### config.mk
export PLATFORM = sky130hd
export DESIGN_NAME = elevator
export DESIGN_NICKNAME = d
export VERILOG_FILES = /design/src/rtl/elevator_pkg.sv /design/src/rtl/elevator.sv
export SDC_FILE = /design/constraint.sdc
export NUM_CORES = 1
export LEC_CHECK = 0
export CELL_PAD_IN_SITES_DETAIL_PLACEMENT = 1
export CELL_PAD_IN_SITES_GLOBAL_PLACEMENT = 1
export CORE_MARGIN = 2
export CORE_UTILIZATION = 39
export DETAILED_ROUTE_END_ITERATION = 12
export GPL_ROUTABILITY_DRIVEN = 1
export PLACE_DENSITY = 0.83
export SLEW_MARGIN = 20
export SYNTH_ARGS = -nofsm -noshare
export SYNTH_HDL_FRONTEND = slang
export SYNTH_SLANG_ARGS = --single-unit
export TNS_END_PERCENT = 30
### constraint.sdc
create_clock -name clk -period 2.6 [get_ports clk]
set_clock_uncertainty 0.1 [all_clocks]
set_input_delay 0.78 -clock clk [delete_from_list [all_inputs] [get_ports clk]]
set_output_delay 0.78 -clock clk [all_outputs]
set_load 0.01 [all_outputs]
### src/rtl/elevator_pkg.sv
// Shared types and constants for the four-floor elevator car controller.
package elevator_pkg;

  localparam int unsigned CNT_W = 7;
  localparam logic [1:0] MAX_FLOOR = 2'd3;

  typedef logic [1:0] floor_t;

  typedef enum logic [1:0] {
    IDLE  = 2'd0,
    UP    = 2'd1,
    DOWN  = 2'd2,
    DWELL = 2'd3
  } state_t;

endpackage

### src/rtl/elevator.sv
// Elevator car controller: moves one floor per FLOOR_TICKS cycles toward rfloor,
// then dwells DWELL_TICKS cycles before accepting a new request.
module elevator
  import elevator_pkg::*;
#(
  parameter int unsigned FLOOR_TICKS = 20,
  parameter int unsigned DWELL_TICKS = 10
) (
  input  logic             clk,
  input  logic             reset_n,
  input  logic [1:0]       rfloor,
  output logic [1:0]       current_floor,
  output logic             up,
  output logic             down,
  output logic             stop,
  output logic [CNT_W-1:0] counter
);

  localparam logic [CNT_W-1:0] FloorLast = CNT_W'(FLOOR_TICKS - 1);
  localparam logic [CNT_W-1:0] DwellLast = CNT_W'(DWELL_TICKS - 1);

  state_t            state_q, state_d;
  floor_t            floor_q, floor_d;
  logic [CNT_W-1:0]  cnt_q, cnt_d;
  logic              up_q, up_d;
  logic              down_q, down_d;
  logic              stop_q, stop_d;

  // State, floor, counter and decoded direction flags all live in flops.
  always_ff @(posedge clk or posedge reset_n) begin
    if (reset_n) begin
      state_q <= IDLE;
      floor_q <= '0;
      cnt_q   <= '0;
      up_q    <= 1'b0;
      down_q  <= 1'b0;
      stop_q  <= 1'b1;
    end else begin
      state_q <= state_d;
      floor_q <= floor_d;
      cnt_q   <= cnt_d;
      up_q    <= up_d;
      down_q  <= down_d;
      stop_q  <= stop_d;
    end
  end

  always_comb begin
    state_d = state_q;
    floor_d = floor_q;
    cnt_d   = cnt_q;
    unique case (state_q)
      IDLE: begin
        cnt_d = '0;
        if (rfloor > floor_q) begin
          state_d = UP;
        end else if (rfloor < floor_q) begin
          state_d = DOWN;
        end
      end
      UP: begin
        if (cnt_q == FloorLast) begin
          cnt_d = '0;
          if (floor_q != MAX_FLOOR) begin
            floor_d = floor_q + 2'd1;
          end
          // Keep climbing only if the request is still above; never reverse without a dwell.
          state_d = (rfloor > floor_d && floor_d != MAX_FLOOR) ? UP : DWELL;
        end else begin
          cnt_d = cnt_q + 1'b1;
        end
      end
      DOWN: begin
        if (cnt_q == FloorLast) begin
          cnt_d = '0;
          if (floor_q != 2'd0) begin
            floor_d = floor_q - 2'd1;
          end
          state_d = (rfloor < floor_d && floor_d != 2'd0) ? DOWN : DWELL;
        end else begin
          cnt_d = cnt_q + 1'b1;
        end
      end
      DWELL: begin
        if (cnt_q == DwellLast) begin
          cnt_d   = '0;
          state_d = IDLE;
        end else begin
          cnt_d = cnt_q + 1'b1;
        end
      end
      default: begin
        state_d = IDLE;
        cnt_d   = '0;
      end
    endcase
  end

  // Flags are decoded from the next state so they land in flops alongside it.
  always_comb begin
    up_d   = 1'b0;
    down_d = 1'b0;
    stop_d = 1'b0;
    unique case (state_d)
      UP:      up_d   = 1'b1;
      DOWN:    down_d = 1'b1;
      default: stop_d = 1'b1;
    endcase
  end

  assign current_floor = floor_q;
  assign counter       = cnt_q;
  assign up            = up_q;
  assign down          = down_q;
  assign stop          = stop_q;

endmodule

* Word level (Yosys, flattened, before mapping) *
Index checks and enable logic that the tools add are counted.

word-level totals
  register bits = 14
  input port bits = 4
  output and inout bits = 12
  word-level logic and storage cells = 56

operators by class
  add/subtract/negate cells = 3
  magnitude comparators = 4
  equality and inequality tests = 11
  mux-type cells = 23
  reductions and logical operators = 9

operators by type and width
  kind                   number
  $mux W2                14
  $pmux W7 S3            1
  $mux W7                2
  $ne A2 B2 Y1 const B   4
  $pmux W2 S4            1
  $add A7 B1 Y7 const B  1
  $eq A7 B4 Y1 const B   1
  $eq A7 B5 Y1 const B   1
  $eq A2 B2 Y1 const B   3
  $reduce_bool A2 Y1     3
  $eq A2 B1 Y1 const B   2
  $gt A2 B2 Y1           2
  $lt A2 B2 Y1           2
  $mux W1                4
  $pmux W2 S2            1
  $reduce_or A2 Y1       2
  $reduce_and A3 Y1      1
  $add A2 B1 Y2 const B  1
  $logic_and A1 B1 Y1    2
  $logic_not A2 Y1       1
  $sub A2 B1 Y2 const B  1

* Longest topological paths before layout *
  depth in word-level cells = 12
  mapped depth = 8
  gate-level depth less buffers = 8

* Worst setup path after synthesis *
No wires, ideal clock.

  path kind = input to register
  start = in rfloor[1]
  end = reg stop_q (netlist: stop)
  setup time = 0.083 ns
  data arrival time = 1.921 ns
  data required time = 2.417 ns
  setup slack = 0.496 ns
  stages on the path = 6
  path buffers = 0
  path through = ha_1 -> nor2b_1 -> o221ai_1 -> nand2_1 -> o2bb2ai_1 -> ha_1

on the way
  word-level cells in the longest chain between the ends = 8
  elaborated cells on any way between the ends = 17
  those cells by class = order compare (4); eq/ne (2); mux (8); reduce/logical (3)

RTL lines
  item                                                 line             RTL
  start, declared                                      elevator.sv:11   input logic [1:0] rfloor,
  $gt A2 B2 Y1                                         elevator.sv:68   state_d = (rfloor > floor_d && floor_d != MAX_FLOOR) ? UP : DWELL;
  $logic_and A1 B1 Y1                                  elevator.sv:68
  $mux W2                                              elevator.sv:68
  $mux W2                                              elevator.sv:62   if (cnt_q == FloorLast) begin
  $pmux W2 S4 *                                        elevator.sv:52   unique case (state_q)
  via state_d[1]                                       elevator.sv:22   state_t state_q, state_d;
  $eq A2 B2 Y1 / $eq A2 B1 Y1 (equally long branches)  elevator.sv:104  unique case (state_d)
  $reduce_or A2 Y1 (no line) *                         -
  $mux W1 *                                            elevator.sv:104
  via stop_d                                           elevator.sv:27   logic stop_q, stop_d;
  end signal, assigned                                 elevator.sv:44   stop_q <= stop_d;
  end, declared                                        elevator.sv:27

The timed path passes the listed nets; every way through them passes the cells marked *.
A chain may end at the register's enable or synchronous reset.

* Worst setup path after layout *
Ends and elaborated chain as after synthesis.

==> flow_summary.yaml <==
critical_path:
  start_kind: "primary input"
  endpoint_kind: "register"
  worstRegToRegCells: 7
  arrival_ps: 2580
  required_ps: 2720
  crit_type: "primary input to register"
  path_max_fanout: 3
placement:
  port_buffers: 15
  place_congestion: 0.744
  place_hpwl_um: 1550
  dpl_worst_slack_ps: -164
  placed_area_mm2: 0.00106
pwr:
  leakage_nw: 0.488
  ir_worst_vdd_v: 0.000589
  p_per_area_mw_per_mm2: 930
route:
  via_per_inst: 5.31
  highest_layer: "met4"
  dr_wl_met3_um: 47
  ant_nets: 0
  totalWireLength_um: 1940
  drc_errors: 0
  met2_length_um: 989
  first_pass_iters: 4
  wl_per_cell_um: 14.5
  drt-met1-wl_um: 882
  initialDrtViolationCount: 5
  dr_total_vias: 711
global_routing:
  grt_max_degree: 15
  grt_util_all_layers: 0.171
  first_global_vias: 766
  grt_pass1_wl_um: 3350
  overflow: 0
  antenna_found_initial: 0
timing:
  drv_slew: 0
  whs_ps: 432
  worst_slack_ps: 131
  period_needed_ps: 2470
  fmax_mhz: 405
  hold_viol_final: 0
  maxSlewHeadroom: 0.637
  period_share: 0.950
  rsz0062_at_grt: "no"
  finalSetupViolCount: 0
  tightestPinTransition_ps: 545
clocking:
  clk_pin_slew_ps: 90
  cts_max_level: 1
  cts_buffer_depth: 2
  cts_resized: 0
  cts_tree: "yes"
  cts_setup_buffers: 0
  numCtsBuffers: 3
  insertion_delay_ps: 280
  clockRootBuffer: "clkbuf_4"
  clkSinkCount: 14
  ctsHoldBuffers: 0
cells_and_area:
  fin_nets: 123
  final_cell_mix: "15 x clkdlybuf4s50_1, 13 x dfrtp_1, 12 x ha_1, 9 x nor2_1, 8 x inv_1"
  final_util: 0.506
  area_delta_synth_final_pct: 25.2
  postLayoutCellArea_mm2: 0.00110
  drive_gt1_frac: 0.104
  layout_commonest_cell: "clkdlybuf4s50_1"
  diodes: 0
logic_synthesis:
  synth-xor-area-share: 0.0499
  avgSynthCellArea_um2: 10.1
  synth-seq-area-share: 0.401
  synth_top_family_by_area: "compound AO/OA/AOI/OAI gates"
  synth_top_area_cell: "dfrtp_1"
  synthAdderAreaFrac: 0.171
  syn_nets: 103
  synth_seq_cells: 14
  ys_warn_count: 0
  synth.top_cell.area_share: 0.371
  synth_compound_area_frac: 0.187
  syn-cell-area_um2: 877
  synth-simple-area-share: 0.146
  synth.area.mux_share: 0.0114
  netlist_instances: 87
  synth_area_leaders: "dfrtp_1 37%, ha_1 17%, nor2_1 3.9%"
  synth.lib_cells_used.distinct: 30
floorplan:
  core-area_mm2: 0.00217
  die_w_um: 51.4
  start_util: 0.404
  dieHeight_um: 51.4
  num_io_pins: 16
  die_area_mm2: 0.00264
  rows: 17
min_path:
  min_path_cells: 1
  hold_class: "register to register"
run_status:
  status: "finished clean"
run:
  cap_violations: 0
## synth_stat cells
cell type and number:
nand2_1 7, o41ai_1 1, nor2_1 9, a21o_1 1, a2bb2oi_1 1, inv_1 8
nand3_1 2, o21ai_0 6, or3_4 1, mux2i_1 1, o31ai_4 1, dfrtp_1 13
a21oi_1 3, nor2b_1 2, a311o_1 1, o2bb2ai_1 1, and3_2 2, xor2_1 2
dfstp_2 1, a21o_2 1, a31oi_1 1, nor2_4 1, a22o_1 1, nand3b_1 1
xnor2_1 3, o221ai_1 1, o22ai_1 1, o21a_1 1, ha_1 12, o211ai_1 1
## flip-flops by register name, summed over array words and instances, names as in the netlist
| register | count |
|---|---|
| counter | 7 |
| current_floor | 2 |
| state_q | 2 |
| down | 1 |
| stop | 1 |
| up | 1 |
## power breakdown
part           switching [mW]  internal, mW
registers              0.0513         0.286
logic                   0.284         0.241
clock network          0.0742        0.0851
total                   0.410         0.612
## metal layers
layer  up-vias  track usage
li1        348            -
met1       345        0.207
met2        14        0.310
met3         4       0.0234
met4         0       0.0526
met5         -            0
## worst max-delay path, stage by stage
cell and delay (ps):
clkdlybuf4s50_1 450, ha_1 320, nor2b_1 150, o221ai_1 270, nand2_1 130, o2bb2ai_1 220, ha_1 270
## worst paths after layout
kind	end	slack, ps	startpoint
setup / recovery	stop	130	rfloor[1]
hold / removal	counter[0]	430	counter[0]
setup reg to reg	stop	510	current_floor[1]
hold reg to reg	counter[0]	430	counter[0]
max in group asynchronous	stop	1300	reset_n
min in group asynchronous	counter[0]	740	reset_n
## cells by family after synthesis
kind of cell,Yosys count
muxes,1
xor gates and xnor gates,5
DFF,14
and+or+nand+nor,25
buffers and inverters,8
adders and majority gates,12
AOI/OAI and AO/OA,22
## through the flow
step	TNS, ps	power (mW)	cells
global placement	-54.6	0.831	130
finish	0	1.02	134
global route	0	1.11	134
CTS	0	1.03	134
detailed placement	-334	0.872	130
floorplan	0	0.680	87
## area by class of cell
class                   instances  area (um^2)
inverters                       8         30.0
clock buffers                   4         36.3
repair buffers                 15          150
multi-input cells              65          495
flip-flops and latches         14          352
well taps                      28         35.0
fillers                       270         1070
Power figures use the tool's default switching activity.
